**config.mk**
```make
export PLATFORM = sky130hd
export DESIGN_NAME = note_player
export DESIGN_NICKNAME = d
export VERILOG_FILES = /design/src/rtl/note_player_pkg.sv /design/src/rtl/note_player_code_debouncer.sv /design/src/rtl/note_player.sv
export SDC_FILE = /design/constraint.sdc
export NUM_CORES = 1
export LEC_CHECK = 0
export BUFFER_PORTS_ARGS = -buffer_cell sky130_fd_sc_hd__clkbuf_2
export CELL_PAD_IN_SITES_DETAIL_PLACEMENT = 1
export CELL_PAD_IN_SITES_GLOBAL_PLACEMENT = 2
export CORE_MARGIN = 1
export CORE_UTILIZATION = 40
export DETAILED_ROUTE_END_ITERATION = 8
export PLACE_DENSITY = 0.77
export SLEW_MARGIN = 30
export SYNTH_ARGS = -nofsm -noshare
export SYNTH_HDL_FRONTEND = slang
export SYNTH_HIERARCHICAL = 1
export SYNTH_SLANG_ARGS = --single-unit
```
**constraint.sdc**
```tcl
create_clock -name clock -period 4.3 [get_ports clock]
set_clock_uncertainty 0.05 [all_clocks]
set_input_delay 0.86 -clock clock [delete_from_list [all_inputs] [get_ports clock]]
set_output_delay 0.86 -clock clock [all_outputs]
set_load 0.005 [all_outputs]
```
**src/rtl/note_player_pkg.sv**
```systemverilog
// note_player_pkg
// Shared definitions for the note player block.
//   state_t        FSM encoding, also the encoding of the db_state debug output
//   CODE_SILENCE   the note code that means "no note"
//   HALF_TABLE     half-period, in 50 MHz clock cycles, of each note code
//                  (index 1..7 = C4..B4; index 0 is unused)
//   half_period()  scaled table lookup that never returns zero
package note_player_pkg;

  typedef enum logic [1:0] {
    ST_IDLE = 2'd0,
    ST_PLAY = 2'd1,
    ST_HOLD = 2'd2
  } state_t;

  localparam logic [2:0] CODE_SILENCE = 3'b000;

  localparam logic [16:0] HALF_TABLE [8] = '{
    17'd0,      // silence
    17'd95556,  // C4
    17'd85131,  // D4
    17'd75843,  // E4
    17'd71586,  // F4
    17'd63776,  // G4
    17'd56818,  // A4
    17'd50619   // B4
  };

  // Half-period after the simulation speed-up shift. A result of zero would
  // stall the divider, so it is clamped to one (toggle every cycle).
  function automatic logic [16:0] half_period(input logic [2:0] code,
                                              input int unsigned shift);
    logic [16:0] h;
    h = HALF_TABLE[code] >> shift;
    if (h == 17'd0) begin
      h = 17'd1;
    end
    return h;
  endfunction

endpackage

```
**src/rtl/note_player_code_debouncer.sv**
```systemverilog
// code_debouncer
// Brings the asynchronous 3-bit note code into the clock domain and filters
// out short glitches.
//   clock, reset  system clock, asynchronous active-high reset
//   code_in       raw note code, asynchronous to clock
//   acc_code      synchronised code that is being accepted
//   acc_valid     high while acc_code has been stable for STABLE_CYC samples
//   acc_new       one-cycle pulse in the first cycle a code becomes valid
//
// The stability count is evaluated on its next value, so acc_valid/acc_new
// rise in the same cycle in which the STABLE_CYC-th identical sample is
// present on the synchroniser output. That keeps the total latency from an
// input change to a registered consumer at 2 + STABLE_CYC edges.
module code_debouncer
  import note_player_pkg::*;
#(
  parameter int STABLE_CYC = 4
) (
  input  logic       clock,
  input  logic       reset,
  input  logic [2:0] code_in,
  output logic [2:0] acc_code,
  output logic       acc_valid,
  output logic       acc_new
);

  localparam logic [7:0] STAB_MAX = 8'(STABLE_CYC);

  logic [2:0] sync1_q;
  logic [2:0] s_code_q;
  logic [2:0] cand_q;
  logic [7:0] stab_q;
  logic [7:0] stab_d;

  // Two-flop synchroniser on all three bits.
  always_ff @(posedge clock or posedge reset) begin
    if (reset) begin
      sync1_q  <= CODE_SILENCE;
      s_code_q <= CODE_SILENCE;
    end else begin
      sync1_q  <= code_in;
      s_code_q <= sync1_q;
    end
  end

  // A changed sample restarts the count at one; an unchanged one counts up
  // and saturates so the counter never wraps back below STAB_MAX.
  always_comb begin
    stab_d = stab_q;
    if (s_code_q != cand_q) begin
      stab_d = 8'd1;
    end else if (stab_q < STAB_MAX) begin
      stab_d = stab_q + 8'd1;
    end
  end

  always_ff @(posedge clock or posedge reset) begin
    if (reset) begin
      cand_q <= CODE_SILENCE;
      stab_q <= 8'd0;
    end else begin
      cand_q <= s_code_q;
      stab_q <= stab_d;
    end
  end

  assign acc_code  = s_code_q;
  assign acc_valid = (stab_d == STAB_MAX);
  // New only if the count was not already saturated on this same code.
  assign acc_new   = acc_valid && ((stab_q != STAB_MAX) || (s_code_q != cand_q));

endmodule

```
**src/rtl/note_player.sv**
```systemverilog
// note_player
// Turns the game's 3-bit note code into a square-wave tone for the buzzer.
// A note, once started, sounds for at least MIN_HOLD cycles.
//   clock       system clock, 50 MHz nominal
//   reset       asynchronous, active-high; silences the output immediately
//   code_in     note code (000 = silence, 001..111 = notes 1..7), asynchronous
//   tone        square-wave audio output
//   playing     high while a note sounds (PLAY or HOLD)
//   note_idx    code currently sounding, 000 when idle
//   note_start  one-cycle pulse when a note begins or changes
//   db_state    FSM state (state_t encoding)
//
// Handshake: the debouncer offers a code with acc_valid/acc_new; there is no
// ready back-pressure, the FSM reacts to a code only in the acc_new cycle, so
// each accepted code is an event that is consumed exactly once.
module note_player
  import note_player_pkg::*;
#(
  parameter int STABLE_CYC = 4,
  parameter int MIN_HOLD   = 5000000,
  parameter int DIV_SHIFT  = 0
) (
  input  logic       clock,
  input  logic       reset,
  input  logic [2:0] code_in,
  output logic       tone,
  output logic       playing,
  output logic [2:0] note_idx,
  output logic       note_start,
  output logic [1:0] db_state
);

  localparam int HW = $clog2(MIN_HOLD + 1);
  localparam logic [HW-1:0] HOLD_MAX = HW'(MIN_HOLD);

  logic [2:0] acc_code;
  logic       acc_valid;
  logic       acc_new;

  code_debouncer #(
    .STABLE_CYC (STABLE_CYC)
  ) u_debouncer (
    .clock     (clock),
    .reset     (reset),
    .code_in   (code_in),
    .acc_code  (acc_code),
    .acc_valid (acc_valid),
    .acc_new   (acc_new)
  );

  state_t        state_q, state_d;
  logic [2:0]    note_q, note_d;
  logic [HW-1:0] hold_q, hold_d;
  logic [16:0]   div_q, div_d;
  logic          tone_q, tone_d;
  logic          start_q, start_d;

  logic [16:0]   half;
  logic [HW-1:0] hold_inc;
  logic          accept;
  logic          accept_note;
  logic          accept_silence;
  logic          do_start;
  logic          do_idle;

  always_ff @(posedge clock or posedge reset) begin
    if (reset) begin
      state_q <= ST_IDLE;
      note_q  <= CODE_SILENCE;
      hold_q  <= '0;
      div_q   <= '0;
      tone_q  <= 1'b0;
      start_q <= 1'b0;
    end else begin
      state_q <= state_d;
      note_q  <= note_d;
      hold_q  <= hold_d;
      div_q   <= div_d;
      tone_q  <= tone_d;
      start_q <= start_d;
    end
  end

  always_comb begin
    state_d  = state_q;
    note_d   = note_q;
    hold_d   = hold_q;
    div_d    = div_q;
    tone_d   = tone_q;
    start_d  = 1'b0;
    do_start = 1'b0;
    do_idle  = 1'b0;

    half           = half_period(note_q, DIV_SHIFT);
    hold_inc       = (hold_q >= HOLD_MAX) ? HOLD_MAX : hold_q + 1'b1;
    accept         = acc_valid && acc_new;
    accept_note    = accept && (acc_code != CODE_SILENCE);
    accept_silence = accept && (acc_code == CODE_SILENCE);

    // While sounding: advance the minimum-hold counter and the divider.
    if (state_q != ST_IDLE) begin
      hold_d = hold_inc;
      if (div_q >= half - 17'd1) begin
        div_d  = 17'd0;
        tone_d = ~tone_q;
      end else begin
        div_d = div_q + 17'd1;
      end
    end

    case (state_q)
      ST_IDLE: begin
        if (accept_note) begin
          do_start = 1'b1;
        end
      end
      ST_PLAY: begin
        if (accept_silence) begin
          if (hold_q >= HOLD_MAX) begin
            do_idle = 1'b1;
          end else begin
            state_d = ST_HOLD;
          end
        end else if (accept_note && (acc_code != note_q)) begin
          do_start = 1'b1;
        end
      end
      ST_HOLD: begin
        // A fresh note, even the same one, outranks the hold expiring.
        if (accept_note) begin
          do_start = 1'b1;
        end else if (hold_inc >= HOLD_MAX) begin
          do_idle = 1'b1;
        end
      end
      default: begin
        do_idle = 1'b1;
      end
    endcase

    if (do_start) begin
      state_d = ST_PLAY;
      note_d  = acc_code;
      hold_d  = '0;
      div_d   = 17'd0;
      tone_d  = 1'b0;
      start_d = 1'b1;
    end else if (do_idle) begin
      state_d = ST_IDLE;
      note_d  = CODE_SILENCE;
      hold_d  = '0;
      div_d   = 17'd0;
      tone_d  = 1'b0;
    end
  end

  assign tone       = tone_q;
  assign playing    = (state_q != ST_IDLE);
  assign note_idx   = note_q;
  assign note_start = start_q;
  assign db_state   = state_q;

endmodule
```
== Word level (Yosys, flattened, before mapping) ==
Memories as Yosys holds them, arrays and structs flattened.
Cells that the tools add are included.
Storage, ports and cells
  memories kept: 1
  register bits: 64
  input bits: 5
  memory bits (read-only): 136
Operators by class
  $add $sub $neg: 4
  multiplexer cells: 34
  equal/unequal tests: 7
  bitwise operators: 2
  reductions and logical operators: 19
  order comparisons: 5
Memory list
  (no name shown): depth 8, width 17, read ports 1, clocked after Yosys merged registers in 0, wr ports 0, RTL line note_player_pkg.sv:34  | h = HALF_TABLE[code] >> shift;
Operator list (count)
  $mux 17: 7
  $mux 23: 4
  $ge 23x23->1 const B: 2
  $add 23x1->23 const B: 1
  $add 17x1->17 const B: 1
  $ge 17x17->1: 1
  $logic_not 17->1: 1
  $sub 17x1->17 const B: 1
  $mux 8: 2
  $reduce_bool 3->1: 5
  $mux 1: 12
  $mux 2: 5
  $add 8x1->8 const B: 1
  $eq 8x3->1 const B: 1
  $lt 8x3->1 const B: 1
  $ne 8x3->1 const B: 1
  $mux 3: 2
  $ne 3x3->1: 2
  $logic_and 1x1->1: 5
  $ge 4x4->1 const B: 1
  $not 3->4: 1
  $reduce_bool 2->1: 2
  $logic_not 3->1: 1
  $ne 3x3->1 const B: 1
  10 further kinds: 10

== Depth between registers and ports, before layout ==
Gate-level depths: netlist (run 1).
  word-level depth: 13
  mapped depth: 21
  gate-level depth less buffers: 19

== Modules after synthesis ==
Netlist (run 1), hierarchy kept.
By module, submodules not included
  note_player: area an instance 3848.7 um^2, instances 1, cells each 463
  code_debouncer: area an instance 666.9 um^2, instances 1, cells each 50

== Worst setup path after synthesis (run 1) ==
No wires, ideal clock.
  path kind: register to register
  start point: register note_q[1], in the netlist note_idx[1]
  end point: register div_q[13]
  setup slack: 0.644 ns
  setup time: 0.119 ns
  data arrival time: 3.488 ns
  stages on the path, launching flop included: 21
  path buffers: 2
  path through: dfrtp_1 clkbuf_1 inv_1 ha_1 nand2_1 o21ai_0 ha_1 nor3b_1 and2_1 nand2_1 nor2_1 xnor2_1 a21boi_0 ha_1 nand4_1 or2_2 o221ai_1 o21ai_0 o21ai_2 buf_6 nor2_1
On the way
  cells in the longest elaborated chain, start to end: 12
Ends and longest elaborated chain
  start, declared: RTL line note_player.sv:52  | logic [2:0] note_q, note_d;
  start signal, assigned: RTL line note_player.sv:76  | note_q <= note_d;
  $not 3->4 (implied by the code): RTL line note_player_pkg.sv:34
  $mem_v2 8x17
  $mux 17 (implied by the code) (2 in a row): RTL line note_player_pkg.sv:34
  $logic_not 17->1: RTL line note_player_pkg.sv:35  | if (h == 17'd0) begin
  $mux 17: RTL line note_player_pkg.sv:35
  $sub 17x1->17: RTL line note_player.sv:103  | if (div_q >= half - 17'd1) begin
  $ge 17x17->1: RTL line note_player.sv:103
  $mux 17: RTL line note_player.sv:103
  $mux 17: RTL line note_player.sv:101  | if (state_q != ST_IDLE) begin
  $mux 17: RTL line note_player.sv:148  | end else if (do_idle) begin
  $mux 17: RTL line note_player.sv:141  | if (do_start) begin
  end signal, assigned: RTL line note_player.sv:78  | div_q <= div_d;
  end, declared: RTL line note_player.sv:54  | logic [16:0] div_q, div_d;
Several ways; a longest one is shown, not always the timed one. The select of a mux whose other input is x is not followed.
A chain may end at the register's enable or synchronous reset.

== Worst setup path in the final report (run 1) ==
  start point: register note_q[1], in the netlist note_idx[1]
  end point: register div_q[9]
Same word-level chain as after synthesis.

==> results.yml, run 1 <==
sta:
  relSlewSlack: 0.506
  period_minus_slack_ps: 3900
  drv_slew: 0
  rsz0062_at_grt: "no"
  setup_viol: 0
  fin_setup_tns_ps: 0
  fin_crit_sh: 0.908
  finalHoldViolCount: 0
  fmax_ghz: 0.256
  worst_pin_slew_ps: 738
cts:
  htree_num_levels: 3
  cts_tree: "built"
  clk_latency_ps: 350
  cts_sinks: 64
  root_buffer: "clkbuf_16"
  clk_pin_slew_worst_paths_ps: 60
  cts_made_buffers: 9
  hold_buffers: 0
  cts.path.max_buffers: 2
synth:
  ys_seq_area_frac: 0.355
  syn-instance-count: 513
  synth_edf_count: 0
  yosysTopAreaCell: "dfrtp_1"
  synthTopCellsByArea: "dfrtp_1, ha_1, nor2_1, nand2_1, a21oi_1"
  synthTopCellsByCount: "dfrtp_1, nor2_1, nand2_1, ha_1, a21oi_1"
  ys_async_sr_fraction: 1.00
  yosysMostFrequentCell: "dfrtp_1"
  synth-main-ff-cell: "dfrtp_1"
  syn_area_sq_um: 4520
  ys_ff_latch: 64
  yosysWarningCount: 6
  yosysUniqueCellTypes: 71
  syn_avg_cell_area_sq_um: 8.80
  synth_fp_nets: 547
  yosysTopAreaCellShare: 0.355
pwr:
  p_per_area_nw_per_um2: 293
  p_leak_nw: 2.09
  total_power_mw: 1.46
  irDropWorstVdd_mv: 0.181
grt:
  grt_max_degree: 48
  grt_pass1_vias: 3996
  antenna_found_initial: 0
  grt_pass1_wl_mm: 21.0
  grt_usage: 0.236
  gr-total-overflow: 0
setup_path:
  cp_max_fo: 7
  r2r_cells: 18
  cpMaxStageDelayCell: "dfrtp_1"
  arrival_ps: 4070
  critPathKind: "reg2reg"
  cp_num_buf_inv: 1
  worstSetupEndpointType: "flop"
  cp_top_family: "simple AND/OR/NAND/NOR gates"
  cpMostUsedCell: "ha_1"
  crit_required_ps: 4470
  path_cells: "inv_1 -> ha_1 -> nand2_1 -> o21ai_0 -> ha_1 -> nor3b_2 -> and2_1 -> nand2_1 -> nor2_1 -> xnor2_1 -> a21boi_0 -> ha_1 -> nand4_1 -> or2_2 -> o221ai_1 -> o21ai_1 -> o21ai_2 -> nor2_1"
  crit_cells: 18
  slowest_delay_ps: 370
  start_kind: "flop"
finish:
  nNetsFinal: 550
  stdcell_count: 661
  regArea_sq_um: 1600
  area_growth_syn_to_layout_pct: 10.7
  drive_gt1_frac: 0.142
  n_fill_cell: 1276
  diodes: 0
  multiInputGateArea_sq_um: 2710
route:
  wl_per_cell_um: 19.0
  route.detailed.drc: 0
  ant_nets: 0
  via_per_inst: 5.85
  drtPass1Iterations: 4
  vias: 3864
  wl_mm: 12.5
  drtIter0Drc: 209
die:
  die_x_um: 108
  die-area_sq_um: 11700
  start_util: 0.413
  coreArea_sq_um: 10900
  row_count: 38
  die_h_um: 108
  num_io_pins: 13
job:
  maxCapViolations: 0
worst_hold_path:
  min_path_cells: 0
  hold_path.class: "reg2reg"
placement:
  dpl.hpwl_mm: 8.77
  port_buffers: 12
  gp_routability_congestion: 0.818
  dp_cells: 644
status:
  status: "finished, final reports clean"
==> power by group <==
group	internal [mW]	leakage [nW]	switching [mW]
logic	0.0106	1.07	0.0236
registers	0.609	0.867	0.00763
clock network	0.513	0.157	0.300
total	1.13	2.09	0.331
==> metal layers <==
layer,GRT usage,part of all wire
met4,0.0878,0.018
met2,0.368,0.46
met1,0.327,0.50
met5,0,0
met3,0.0410,0.025
==> placed cells by master (no fill, tap or decap), drive strengths merged, types with 4 or more instances in the layout <==
master,count
and2,13
clkbuf,21
a21oi,38
a21o,8
nor2,68
a31oi,5
o21ai,29
and4,5
o32ai,4
o31ai,4
nand3,25
xor2,11
a311oi,5
o211ai,5
or3,6
ha,29
o221ai,4
nand4,11
nor4,7
nor3,12
xnor2,15
inv,21
buf,7
and3,6
nand2,48
dfrtp,64
==> layout make-up <==
class	count	area share
clock buffers	9	0.0451
clock inverters	7	0.0205
inverters	19	0.0148
multi-input cells	403	0.541
flip-flops and latches	64	0.321
well taps	140	0.0350
repair buffers	19	0.0225
==> registers in the layout, indices dropped and copies added, names as in the netlist <==
register / cells
hold_q: 23
div_q: 17
tone: 1
u_debouncer/cand_q: 3
u_debouncer/stab_q: 8
u_debouncer/sync1_q: 3
note_idx: 3
note_start: 1
u_debouncer/acc_code: 3
db_state: 2
==> worst register-to-register path: stages (launching register included) <==
cell and delay (ps):
dfrtp_1 370, inv_1 160, ha_1 180, nand2_1 90
o21ai_0 110, ha_1 240, nor3b_2 290, and2_1 260
nand2_1 80, nor2_1 120, xnor2_1 120, a21boi_0 130
ha_1 330, nand4_1 150, or2_2 320, o221ai_1 290
o21ai_1 190, o21ai_2 210, nor2_1 100
==> per-stage QoR <==
stage / util / instance area (sq um) / setup slack (ps) / hold slack, ps
3_5_place_dp: 0.425 / 4650 / 123 / 287
6_report: 0.457 / 5000 / 395 / 297
2_1_floorplan: - / 4520 / 644 / 281
4_1_cts: 0.455 / 4980 / 101 / 300
5_1_grt: 0.457 / 5000 / 47.3 / 317
3_3_place_gp: 0.425 / 4650 / 403 / 283
==> kinds of logic after synthesis <==
family / count (synthesis) / share of synthesized area
fa+ha+maj: 29 / 0.0804
simple gates: 219 / 0.253
compound gates: 125 / 0.205
buf+inv: 47 / 0.0502
mux: 3 / 0.00665
xor+xnor: 26 / 0.0504
flops: 64 / 0.355
==> path summary, 6_finish.rpt <==
path                                   startpoint                      end  slack (ps)
setup / recovery                      note_idx[1]                 div_q[9]         400
hold / removal             u_debouncer/sync1_q[2]  u_debouncer/acc_code[2]         300
setup reg to reg                      note_idx[1]                 div_q[9]         400
hold reg to reg            u_debouncer/sync1_q[2]  u_debouncer/acc_code[2]         300
max in group asynchronous                   reset              note_idx[0]        3190
min in group asynchronous                   reset    u_debouncer/stab_q[7]         560
==> timing repair <==
item | 4_1_cts | 5_1_grt
endpoints found under the hold margin | 0 | 0
setup buffers | 0 | 0
setup endpoints to repair | 0 | 18
gates resized for setup | 0 | 5
(Power assumes the default switching activity.)
==> run 2, diff against run 1 <==
--- a/config.mk
+++ b/config.mk
@@ -11,7 +11,7 @@
 export CORE_MARGIN = 1
 export CORE_UTILIZATION = 40
 export DETAILED_ROUTE_END_ITERATION = 8
-export PLACE_DENSITY = 0.77
+export PLACE_DENSITY_LB_ADDON = 0.05
 export SLEW_MARGIN = 30
 export SYNTH_ARGS = -nofsm -noshare
 export SYNTH_HDL_FRONTEND = slang
==> constraint.sdc (replaced) <==
create_clock -name clock -period 4.3 [get_ports clock]
set_clock_uncertainty 0.05 [all_clocks]
set_input_delay 0.215 -clock clock [delete_from_list [all_inputs] [get_ports clock]]
set_output_delay 0.215 -clock clock [all_outputs]
set_load 0.005 [all_outputs]
==> run 2 against run 1 <==
Flip-flop and latch count did not move; hold slack improved by 6.8 ps; die area stayed put; clock power down 5.4%; fmax rose by 2.6%; total power fell by 2.8%; largest power group unchanged.
==> results.yml, run 2 (synthesis results as in run 1) <==
pwr:
  total_power_mw: 1.42
  p_leak_nw: 2.10
  p_per_area_nw_per_um2: 283
  irDropWorstVdd_mv: 0.166
route:
  via_per_inst: 5.75
  wl_per_cell_um: 19.2
  ant_nets: 0
  drtIter0Drc: 166
  vias: 3831
  wl_mm: 12.8
  drtPass1Iterations: 4
  route.detailed.drc: 0
setup_path:
  cpMostUsedCell: "ha_1"
  worstSetupEndpointType: "flop"
  cpMaxStageDelayCell: "dfrtp_2"
  crit_required_ps: 4520
  cp_num_buf_inv: 0
  cp_max_fo: 11
  critPathKind: "reg2reg"
  path_cells: "ha_1 -> nand2_1 -> o21ai_0 -> ha_1 -> nor3b_1 -> and2_1 -> nand2_1 -> nor2_1 -> xnor2_1 -> a21boi_0 -> ha_1 -> nand4_1 -> nor2_1 -> o2111ai_1 -> o221ai_1 -> nor3_2 -> o21ai_1 -> o211ai_1"
  start_kind: "flop"
  cp_top_family: "simple AND/OR/NAND/NOR gates"
  arrival_ps: 4020
  slowest_delay_ps: 480
placement:
  place_worst_setup_slack_ps: 272
  port_buffers: 12
  dpl.hpwl_mm: 8.90
  place_area_sq_um: 4660
  gp_routability_congestion: 0.845
die:
  coreArea_sq_um: 10900
  die_x_um: 108
  num_io_pins: 13
  die-area_sq_um: 11700
  die_h_um: 108
  row_count: 38
  start_util: 0.413
sta:
  finalHoldViolCount: 0
  relSlewSlack: 0.545
  period_minus_slack_ps: 3800
  fin_setup_tns_ps: 0
  fin_crit_sh: 0.885
  fmax_ghz: 0.263
  postLayoutSetupSlackWorst_ps: 496
  drv_slew: 0
  setup_viol: 0
  worst_pin_slew_ps: 680
  rsz0062_at_grt: "no"
finish:
  largest_reg_flops: 23
  top_register: "hold_q"
  drive_gt1_frac: 0.141
  reg.largest.list: "hold_q (23), div_q (17), u_debouncer/stab_q (8)"
  post-route-util: 0.459
  fin_area_sq_um: 5020
  area_growth_syn_to_layout_pct: 11.2
  diodes: 0
  nNetsFinal: 555
  n_fill_cell: 1283
  mostFrequentLayoutCells: "nor2_1, dfrtp_1, nand2_1"
cts:
  root_buffer: "clkbuf_16"
  cts_tree: "built"
  cts_sinks: 64
  clk_pin_slew_worst_paths_ps: 60
  cts_made_buffers: 9
  htree_num_levels: 3
  clk_latency_ps: 350
  cts.path.max_buffers: 2
grt:
  grt_max_degree: 48
  grt_usage: 0.242
  antenna_found_initial: 0
  grt_pass1_wl_mm: 21.5
  gr-total-overflow: 0
  grt_pass1_vias: 4007
status:
  status: "finished, final reports clean"
worst_hold_path:
  hold_path.class: "reg2reg"
job:
  maxCapViolations: 0
[run 2: final timing paths]
path / startpoint / endpoint / slack (ps) / cells after the start
worst max-delay path: note_idx[0] / div_q[5] / 500 / 18
worst min-delay path: u_debouncer/sync1_q[2] / u_debouncer/acc_code[2] / 300 / 0
worst max register to register: note_idx[0] / div_q[5] / 500 / 18
worst min register to register: u_debouncer/sync1_q[2] / u_debouncer/acc_code[2] / 300 / 0
max in group asynchronous: reset / note_idx[0] / 3180 / 4
min in group asynchronous: reset / u_debouncer/cand_q[0] / 460 / 3
[run 2: area by class of cell]
class,instances,area (sq um),area share
tap,140,175,0.0349
clock buffer,9,225,0.0448
clock inverter,7,80.1,0.0159
sequential,64,1600,0.319
inverter,19,71.3,0.0142
timing repair buffer,25,168,0.0334
multi-input combinational,402,2700,0.538
[run 2: power by group]
group	leakage, nW	total [mW]	switching (mW)	internal (mW)
Combinational	1.09	0.0376	0.0242	0.0134
Sequential	0.867	0.616	0.00754	0.609
Clock	0.143	0.769	0.314	0.455
[run 2: metal layers]
layer	track usage	vias to the layer above	part of all wire
li1	-	1875	-
met1	0.344	1903	0.50
met2	0.373	42	0.45
met3	0.0295	11	0.035
met4	0.0975	0	0.0097
met5	0	-	0
[run 2: per-stage QoR]
stage                     hold WS (ps)  instances
after global placement             261        646
after CTS                          306        666
final                              304        666
after global routing               312        666
after detailed placement           276        646
after floorplan                   91.1        513
[run 2: timing repair]
item | 4_1_cts | 5_1_grt
buffers inserted | 0 | 0
endpoints found under the hold margin | 20 | 0
gates resized for setup | 0 | 4
hold buffers | 4 | 0
setup endpoints to repair | 0 | 18
